`config.mk`:
```
export PLATFORM = sky130hd
export DESIGN_NAME = rca_addsub_pipe
export DESIGN_NICKNAME = d
export VERILOG_FILES = /design/src/rtl/fp_arith_pkg.sv /design/src/rtl/rca_addsub_pipe_chunk.sv /design/src/rtl/rca_addsub_pipe.sv
export SDC_FILE = /design/constraint.sdc
export NUM_CORES = 1
export LEC_CHECK = 0
export ABC_CLOCK_PERIOD_IN_PS = 6300
export CORE_ASPECT_RATIO = 0.8
export CORE_MARGIN = 2
export CORE_UTILIZATION = 40
export DETAILED_ROUTE_END_ITERATION = 6
export GPL_ROUTABILITY_DRIVEN = 0
export RECOVER_POWER = 100
export SETUP_SLACK_MARGIN = 0.3
export SYNTH_ARGS = -nofsm -noshare
export SYNTH_HDL_FRONTEND = slang
export SYNTH_SLANG_ARGS = --single-unit
```
`constraint.sdc`:
```
create_clock -name clk -period 6.3 [get_ports clk]
set_clock_uncertainty 0.05 [all_clocks]
set_input_delay 1.26 -clock clk [delete_from_list [all_inputs] [get_ports clk]]
set_output_delay 1.26 -clock clk [all_outputs]
set_load 0.03 [all_outputs]
```
`src/rtl/fp_arith_pkg.sv`:
```
`default_nettype none
// ============================================================================
// fp_arith_pkg : sizing helpers and parameter legality for the ripple adder
// Revision     : 1.0
// ============================================================================
package fp_arith_pkg;

  localparam int c_min_width  = 2;
  localparam int c_max_width  = 64;
  localparam int c_min_stages = 1;

  // Width of every chunk except the last one.
  function automatic int calc_cw(input int width, input int stages);
    if (stages < 1) return width;
    return (width + stages - 1) / stages;
  endfunction

  function automatic int calc_last_w(input int width, input int stages);
    return width - (stages - 1) * calc_cw(width, stages);
  endfunction

  function automatic bit params_legal(input int width, input int stages);
    return (width >= c_min_width) && (width <= c_max_width) &&
           (stages >= c_min_stages) && (stages <= width) &&
           (calc_last_w(width, stages) > 0);
  endfunction

endpackage
`default_nettype wire

```
`src/rtl/rca_addsub_pipe_chunk.sv`:
```
`default_nettype none
// ============================================================================
// rca_chunk : combinational W-bit ripple chain of full-adder cells
// Revision  : 1.0
// ============================================================================
module rca_chunk #(
  parameter int W = 8
) (
  input  logic [W-1:0] a,
  input  logic [W-1:0] b,
  input  logic         cin,
  output logic [W-1:0] sum,
  output logic         cout,
  output logic         msb_cin
);

  logic [W:0] w_c;

  assign w_c[0] = cin;

  for (genvar i = 0; i < W; i++) begin : g_fa
    assign sum[i]     = a[i] ^ b[i] ^ w_c[i];
    assign w_c[i + 1] = (a[i] & b[i]) | (w_c[i] & (a[i] ^ b[i]));
  end

  assign cout    = w_c[W];
  assign msb_cin = w_c[W - 1];

endmodule
`default_nettype wire

```
`src/rtl/rca_addsub_pipe.sv`:
```
`default_nettype none
// ============================================================================
// rca_addsub_pipe : pipelined ripple-carry add/sub with valid/ready handshake
// Revision        : 1.0
// ============================================================================
module rca_addsub_pipe
  import fp_arith_pkg::*;
#(
  parameter int WIDTH  = 25,
  parameter int STAGES = 3
) (
  input  logic             clk,
  input  logic             rst_n,
  input  logic             in_valid,
  output logic             in_ready,
  input  logic [WIDTH-1:0] in_a,
  input  logic [WIDTH-1:0] in_b,
  input  logic             in_cin,
  input  logic             in_sub,
  output logic             out_valid,
  input  logic             out_ready,
  output logic [WIDTH-1:0] out_sum,
  output logic             out_cout,
  output logic             out_ovf,
  output logic             out_zero
);

  localparam int c_cw     = calc_cw(WIDTH, STAGES);
  localparam int c_last_w = calc_last_w(WIDTH, STAGES);

  if (!params_legal(WIDTH, STAGES)) begin : g_param_check
    $fatal(1, "rca_addsub_pipe: illegal WIDTH/STAGES combination");
  end

  // Each stage carries the full operand/partial-sum words; the unused
  // chunks are trimmed away, leaving exactly the skew/de-skew registers.
  logic [WIDTH-1:0] r_a   [STAGES];
  logic [WIDTH-1:0] r_b   [STAGES];
  logic [WIDTH-1:0] r_s   [STAGES];
  logic             r_c   [STAGES];
  logic             r_m   [STAGES];
  logic             r_sub [STAGES];
  logic             r_v   [STAGES];
  logic             r_zero;
  logic             w_en;

  assign w_en     = ~r_v[STAGES-1] | out_ready;
  assign in_ready = w_en;

  for (genvar k = 0; k < STAGES; k++) begin : g_stage
    localparam int c_lo = k * c_cw;
    localparam int c_w  = (k == STAGES - 1) ? c_last_w : c_cw;

    logic [WIDTH-1:0] w_a;
    logic [WIDTH-1:0] w_b;
    logic [WIDTH-1:0] w_s;
    logic [WIDTH-1:0] w_s_next;
    logic [c_w-1:0]   w_chunk_sum;
    logic             w_cin;
    logic             w_sub;
    logic             w_v;
    logic             w_cout;
    logic             w_msbc;

    if (k == 0) begin : g_first
      // Subtraction is A + ~B + ~borrow.
      assign w_a   = in_a;
      assign w_b   = in_sub ? ~in_b : in_b;
      assign w_cin = in_sub ^ in_cin;
      assign w_s   = '0;
      assign w_sub = in_sub;
      assign w_v   = in_valid;
    end else begin : g_next
      assign w_a   = r_a[k-1];
      assign w_b   = r_b[k-1];
      assign w_cin = r_c[k-1];
      assign w_s   = r_s[k-1];
      assign w_sub = r_sub[k-1];
      assign w_v   = r_v[k-1];
    end

    rca_chunk #(
      .W(c_w)
    ) u_chunk (
      .a       (w_a[c_lo +: c_w]),
      .b       (w_b[c_lo +: c_w]),
      .cin     (w_cin),
      .sum     (w_chunk_sum),
      .cout    (w_cout),
      .msb_cin (w_msbc)
    );

    always_comb begin
      w_s_next                = w_s;
      w_s_next[c_lo +: c_w]   = w_chunk_sum;
    end

    always_ff @(posedge clk or negedge rst_n) begin
      if (!rst_n) begin
        r_v[k]   <= 1'b0;
        r_a[k]   <= '0;
        r_b[k]   <= '0;
        r_s[k]   <= '0;
        r_c[k]   <= 1'b0;
        r_m[k]   <= 1'b0;
        r_sub[k] <= 1'b0;
      end else if (w_en) begin
        r_v[k]   <= w_v;
        r_a[k]   <= w_a;
        r_b[k]   <= w_b;
        r_s[k]   <= w_s_next;
        r_c[k]   <= w_cout;
        r_m[k]   <= w_msbc;
        r_sub[k] <= w_sub;
      end
    end

    if (k == STAGES - 1) begin : g_last
      always_ff @(posedge clk or negedge rst_n) begin
        if (!rst_n) begin
          r_zero <= 1'b0;
        end else if (w_en) begin
          r_zero <= ~|w_s_next;
        end
      end
    end
  end

  assign out_valid = r_v[STAGES-1];
  assign out_sum   = r_s[STAGES-1];
  // Raw carry is inverted into a borrow for subtraction.
  assign out_cout  = r_sub[STAGES-1] ^ r_c[STAGES-1];
  assign out_ovf   = r_m[STAGES-1] ^ r_c[STAGES-1];
  assign out_zero  = r_zero;

endmodule
`default_nettype wire

```
Yosys cells after proc, flatten, opt, wreduce, memory -nomap -nowiden. Index checks and enable logic that the tools add are counted.

$add $sub $neg: 0. Multiply operators: 0. Div/mod/pow operators: 0. Order comparisons: 0. Eq/ne operators: 0. Shifts and indexed selects: 0. Mux-type cells: 1. Bitwise operators: 131. Reductions and logical operators: 2.

Operator list (number): $xor A1 B1 Y1 (53); $and A1 B1 Y1 (50); $or A1 B1 Y1 (26); $mux W25 (1); $not A25 Y25 (1); $reduce_or A25 Y1 (1); $logic_not A1 Y1 (1); $not A1 Y1 (1).

Flip-flop bits (word level): 163. Bits in latches: 0. RAM bits: 0. Bits in read-only memories: 0. Input bits: 56. Logic and storage cells: 152. Memories kept: 0.

Logic depth before layout (Yosys ltp).
Word-level depth: 21. Mapped depth: 15. Mapped depth without buffers: 13.

Hierarchy. From an unflattened synthesis, not the netlist that was laid out.

Cells, all modules: 346. Area total of the unflattened synthesis: 5376.4 sq um.

By module, submodules not included: rca_addsub_pipe (instances 1, cells each 291, area each 4763.3 sq um); rca_chunk at g_stage[0].u_chunk ... (instances 2, cells each 19, area each 217.7 sq um); rca_chunk at g_stage[2].u_chunk (instances 1, cells each 17, area each 177.7 sq um).

Worst setup path before layout. Ideal clock, no wire load.

Path type: in2reg. Start: input port in_sub. End: register r_s (netlist bit g_stage[1].w_s[8]). Library setup time: 125 ps. Arrival time: 5166 ps. Required time: 6125 ps. Slack: 959 ps. Stages: 15. Path buffers: 2. Path through: buf_4 buf_4 xor2_1 fa_1 fa_1 inv_1 fa_1 fa_1 fa_1 fa_1 fa_1 fa_1 inv_1 fa_1 mux2_2.

Cells in the longest elaborated chain, start to end: 19. Elaborated cells between the ends (all ways): 36. Classes of those cells: mux: 1; bitwise: 35.

Ends and longest elaborated chain: from (decl) (line rca_addsub_pipe.sv:19) `input logic in_sub,`; $mux W25 (line rca_addsub_pipe.sv:68) `assign w_b = in_sub ? ~in_b : in_b;`; $xor A1 B1 Y1 (line rca_addsub_pipe_chunk.sv:23) `assign w_c[i + 1] = (a[i] & b[i]) | (w_c[i] & (a[i] ^ b[i]));`; $and A1 B1 Y1 (line rca_addsub_pipe_chunk.sv:23); $or A1 B1 Y1 (line rca_addsub_pipe_chunk.sv:23); $and A1 B1 Y1 (line rca_addsub_pipe_chunk.sv:23); $or A1 B1 Y1 (line rca_addsub_pipe_chunk.sv:23); $and A1 B1 Y1 (line rca_addsub_pipe_chunk.sv:23); $or A1 B1 Y1 (line rca_addsub_pipe_chunk.sv:23); [... 4 more ...]; $and A1 B1 Y1 (line rca_addsub_pipe_chunk.sv:23); $or A1 B1 Y1 (line rca_addsub_pipe_chunk.sv:23); $and A1 B1 Y1 (line rca_addsub_pipe_chunk.sv:23); $or A1 B1 Y1 (line rca_addsub_pipe_chunk.sv:23); $and A1 B1 Y1 (line rca_addsub_pipe_chunk.sv:23); $or A1 B1 Y1 (line rca_addsub_pipe_chunk.sv:23); $xor A1 B1 Y1 * (line rca_addsub_pipe_chunk.sv:22) `assign sum[i] = a[i] ^ b[i] ^ w_c[i];`; via g_stage[0].u_chunk.sum[8] (line rca_addsub_pipe_chunk.sv:12) `output logic [W-1:0] sum,`; to (signal, indexed assignment) (line rca_addsub_pipe.sv:111) `r_s[k] <= w_s_next;`; to (decl) (line rca_addsub_pipe.sv:39) `logic [WIDTH-1:0] r_s [STAGES];`.

Mark *: on every way through the listed nets, which the timed path passes. The rest lies on a longest branch. A chain may end at the register's enable or synchronous reset.

Worst setup path in the final report.
Start: input port in_cin. End: register r_s (netlist bit g_stage[1].w_s[8]).

Cells in the longest elaborated chain, start to end: 18.

Ends and longest elaborated chain: from (decl) (line rca_addsub_pipe.sv:18) `input logic in_cin,`; $xor A1 B1 Y1 (line rca_addsub_pipe.sv:69) `assign w_cin = in_sub ^ in_cin;`; $and A1 B1 Y1 (line rca_addsub_pipe_chunk.sv:23); $or A1 B1 Y1 (line rca_addsub_pipe_chunk.sv:23); $and A1 B1 Y1 (line rca_addsub_pipe_chunk.sv:23); $or A1 B1 Y1 (line rca_addsub_pipe_chunk.sv:23); $and A1 B1 Y1 (line rca_addsub_pipe_chunk.sv:23); $or A1 B1 Y1 (line rca_addsub_pipe_chunk.sv:23); $and A1 B1 Y1 (line rca_addsub_pipe_chunk.sv:23); [... 3 more ...]; $and A1 B1 Y1 (line rca_addsub_pipe_chunk.sv:23); $or A1 B1 Y1 (line rca_addsub_pipe_chunk.sv:23); $and A1 B1 Y1 (line rca_addsub_pipe_chunk.sv:23); $or A1 B1 Y1 (line rca_addsub_pipe_chunk.sv:23); $and A1 B1 Y1 (line rca_addsub_pipe_chunk.sv:23); $or A1 B1 Y1 (line rca_addsub_pipe_chunk.sv:23); $xor A1 B1 Y1 (line rca_addsub_pipe_chunk.sv:22); via g_stage[0].u_chunk.sum[8] (line rca_addsub_pipe_chunk.sv:12).

The timed path passes the listed nets, and every way through them passes these cells.

==> run metrics <==
Setup Fix Bufs, Post-CTS 0; Die Y 103 um; number of I/O port buffers 85; syn nets 439; Final Max Tran Viols 136; register area share after synthesis 0.551; setup slack after layout 1.02 ns; Power, Total 0.00275 W; total track usage 0.152; CTS H-tree depth 3; Ant. Diodes 0; cell area after synthesis 4950 um2; CTS sink count 109; Leakage 2.55 nW; Critical Path Start in_cin; DRC violations left 0; Clock transition at path regs 0.07 ns; initial drt markers 131; core area 12100 um2; violated checks max-capacitance violations, max-slew violations; Worst Reg-to-Reg Cells 13; share of cells above drive strength 1 0.210; min Tclk post-route 5.28 ns; Setup Total Neg Slack 0 ns; Worst VDD drop 0.000248 V; Worst Path Max Fanout 1; WL per Instance 15.2 um; Synth Register Bits 109; Top-Level Pins 86; Worst-Margin Slew 2.74 ns; Clock Path Buffers 2; routed vias/inst 4.77; kind of end point of the critical path register; post-CTS sizing 0; CP Capture Point g_stage[1].w_s[8]; via count 2840; Placement Setup Slack 0.664 ns; unrepaired setup endpoints after global routing no; Max Freq 0.189 GHz; area grow syn2layout 23.8%; outcome complete, but fails checks; Mean Syn Cell Area 13.8 um2; overflow left after global routing 0; total routed wirelength 9070 um; CTS tree done; Worst-Skew Late Latency 0.35 ns; Worst EP required 6.48 ns; Synth cell types 22; reg2reg start g_stage[1].w_cin; final hold viol count 0; most common cell after layout, fill and taps aside dfrtp_1; detailed placement HPWL 6470 um; chip width 128 um; # setup viols final 0; post-synth top area share 0.551; cell count after synthesis 358; fin crit share 0.839; HP Class reg -> reg; reg2reg end g_stage[2].w_s[17]; row count 36; Top FF cell, synth dfrtp_1; Initial DRT Pass Iterations 7; Die Footprint 13300 um2; CTS Hold Bufs 0; first-pass GRT wire length 15200 um; R2R setup slack 1.63 ns; Arr. time, crit path 5.46 ns; Hold WS 0.412 ns; starting density of the core 0.408; Slew HR -0.824; clk root buf clkbuf_16; number of buffers created by CTS 9; FILL cells 1039; Antenna Nets Post-Route 0; most frequent cells in the layout dfrtp_1 (109), mux2_2 (71), clkdlybuf4s50_1 (51), dlygate4sd3_1 (32), nor2_1 (27); largest net degree at the start of global routing 83; Post-synth EDFFs 0; Yosys warnings 0; cell taking the most area after synthesis dfrtp_1; number of global-route vias before repair 2955; CP startpoint kind primary input; total of max-cap violations 2; nets 519; antenna violations before repair 1; P per Cell Area 448 nW/um2; Area contributors post-synth dfrtp_1 (55%), mux2_2 (16%), fa_1 (10%); Async SR Flop Fraction 1.00; crit path kind in -> reg
-- power by group --
part | internal, W | switching, W
Clock | 0.000322 | 0.000255
Sequential | 0.000965 | 0.000166
Combinational | 0.000500 | 0.000538
Total | 0.00179 | 0.000959
-- cell families after synthesis --
family	Yosys count	synth area share
DFF	109	0.551
muxes	73	0.166
and+or+nand+nor	46	0.0425
buffers and inverters	42	0.0518
AOI/OAI and AO/OA	35	0.0377
xor gates and xnor gates	28	0.0496
adders and majority gates	25	0.101
-- how the worst min path moves through the flow --
stage / from / end / depth (start not counted)
2_1_floorplan: g_stage[2].w_v / out_valid / 1
3_3_place_gp: g_stage[2].w_v / out_valid / 1
3_5_place_dp: g_stage[2].w_v / out_valid / 1
4_1_cts: g_stage[2].w_v / out_valid / 1
5_1_grt: g_stage[2].w_v / out_valid / 1
6_report: g_stage[2].w_v / out_valid / 1
-- state kept, by name, indices dropped and copies added, names as in the netlist, 2 cells and up --
register / count
g_stage.w_sub: 2
out_sum: 25
g_stage.w_b: 23
g_stage.w_s: 27
g_stage.w_cin: 2
g_stage.w_v: 2
g_stage.w_a: 23
-- cells in the mapped netlist, types with 2 or more instances --
cell,instances
a21oi_1,26
buf_2,4
buf_4,5
buf_6,10
dfrtp_1,109
fa_1,25
inv_1,23
mux2_1,2
mux2_2,71
nand2_1,9
nor2_1,27
nor4_1,4
o21ai_1,8
xnor2_1,20
xor2_1,8
-- worst max-delay path, stage by stage --
cell and delay, ns:
dlygate4sd3_1 0.54, xor2_1 0.19, fa_1 0.21, fa_1 0.17, inv_1 0.05, fa_1 0.38, fa_1 0.40, fa_1 0.39
fa_1 0.38, fa_1 0.39, fa_1 0.36, inv_1 0.07, fa_1 0.40, mux2_2 0.27
-- metrics by stage --
step	area, um2	std cells	utilization
global route	6130	595	0.506
global placement	5830	579	0.482
finish	6130	595	0.506
detailed placement	5830	579	0.482
CTS	6140	595	0.507
floorplan	4950	358	-
-- per-layer routing --
layer | vias to the layer above | track usage | wire, um
li1 | 1343 | - | -
met1 | 1421 | 0.213 | 4330
met2 | 64 | 0.232 | 4150
met3 | 12 | 0.0432 | 469
met4 | 0 | 0.0482 | 114
met5 | - | 0 | 0
-- layout make-up --
class | instances | area, um2 | share of cell area
Clock buffer | 10 | 239 | 0.0390
Clock inverter | 6 | 68.8 | 0.0112
Inverter | 23 | 86.3 | 0.0141
Multi-Input combinational cell | 207 | 1960 | 0.319
Sequential cell | 109 | 2730 | 0.445
Tap cell | 152 | 190 | 0.0310
Timing Repair Buffer | 88 | 857 | 0.140
Power figures use the tool's default switching activity.
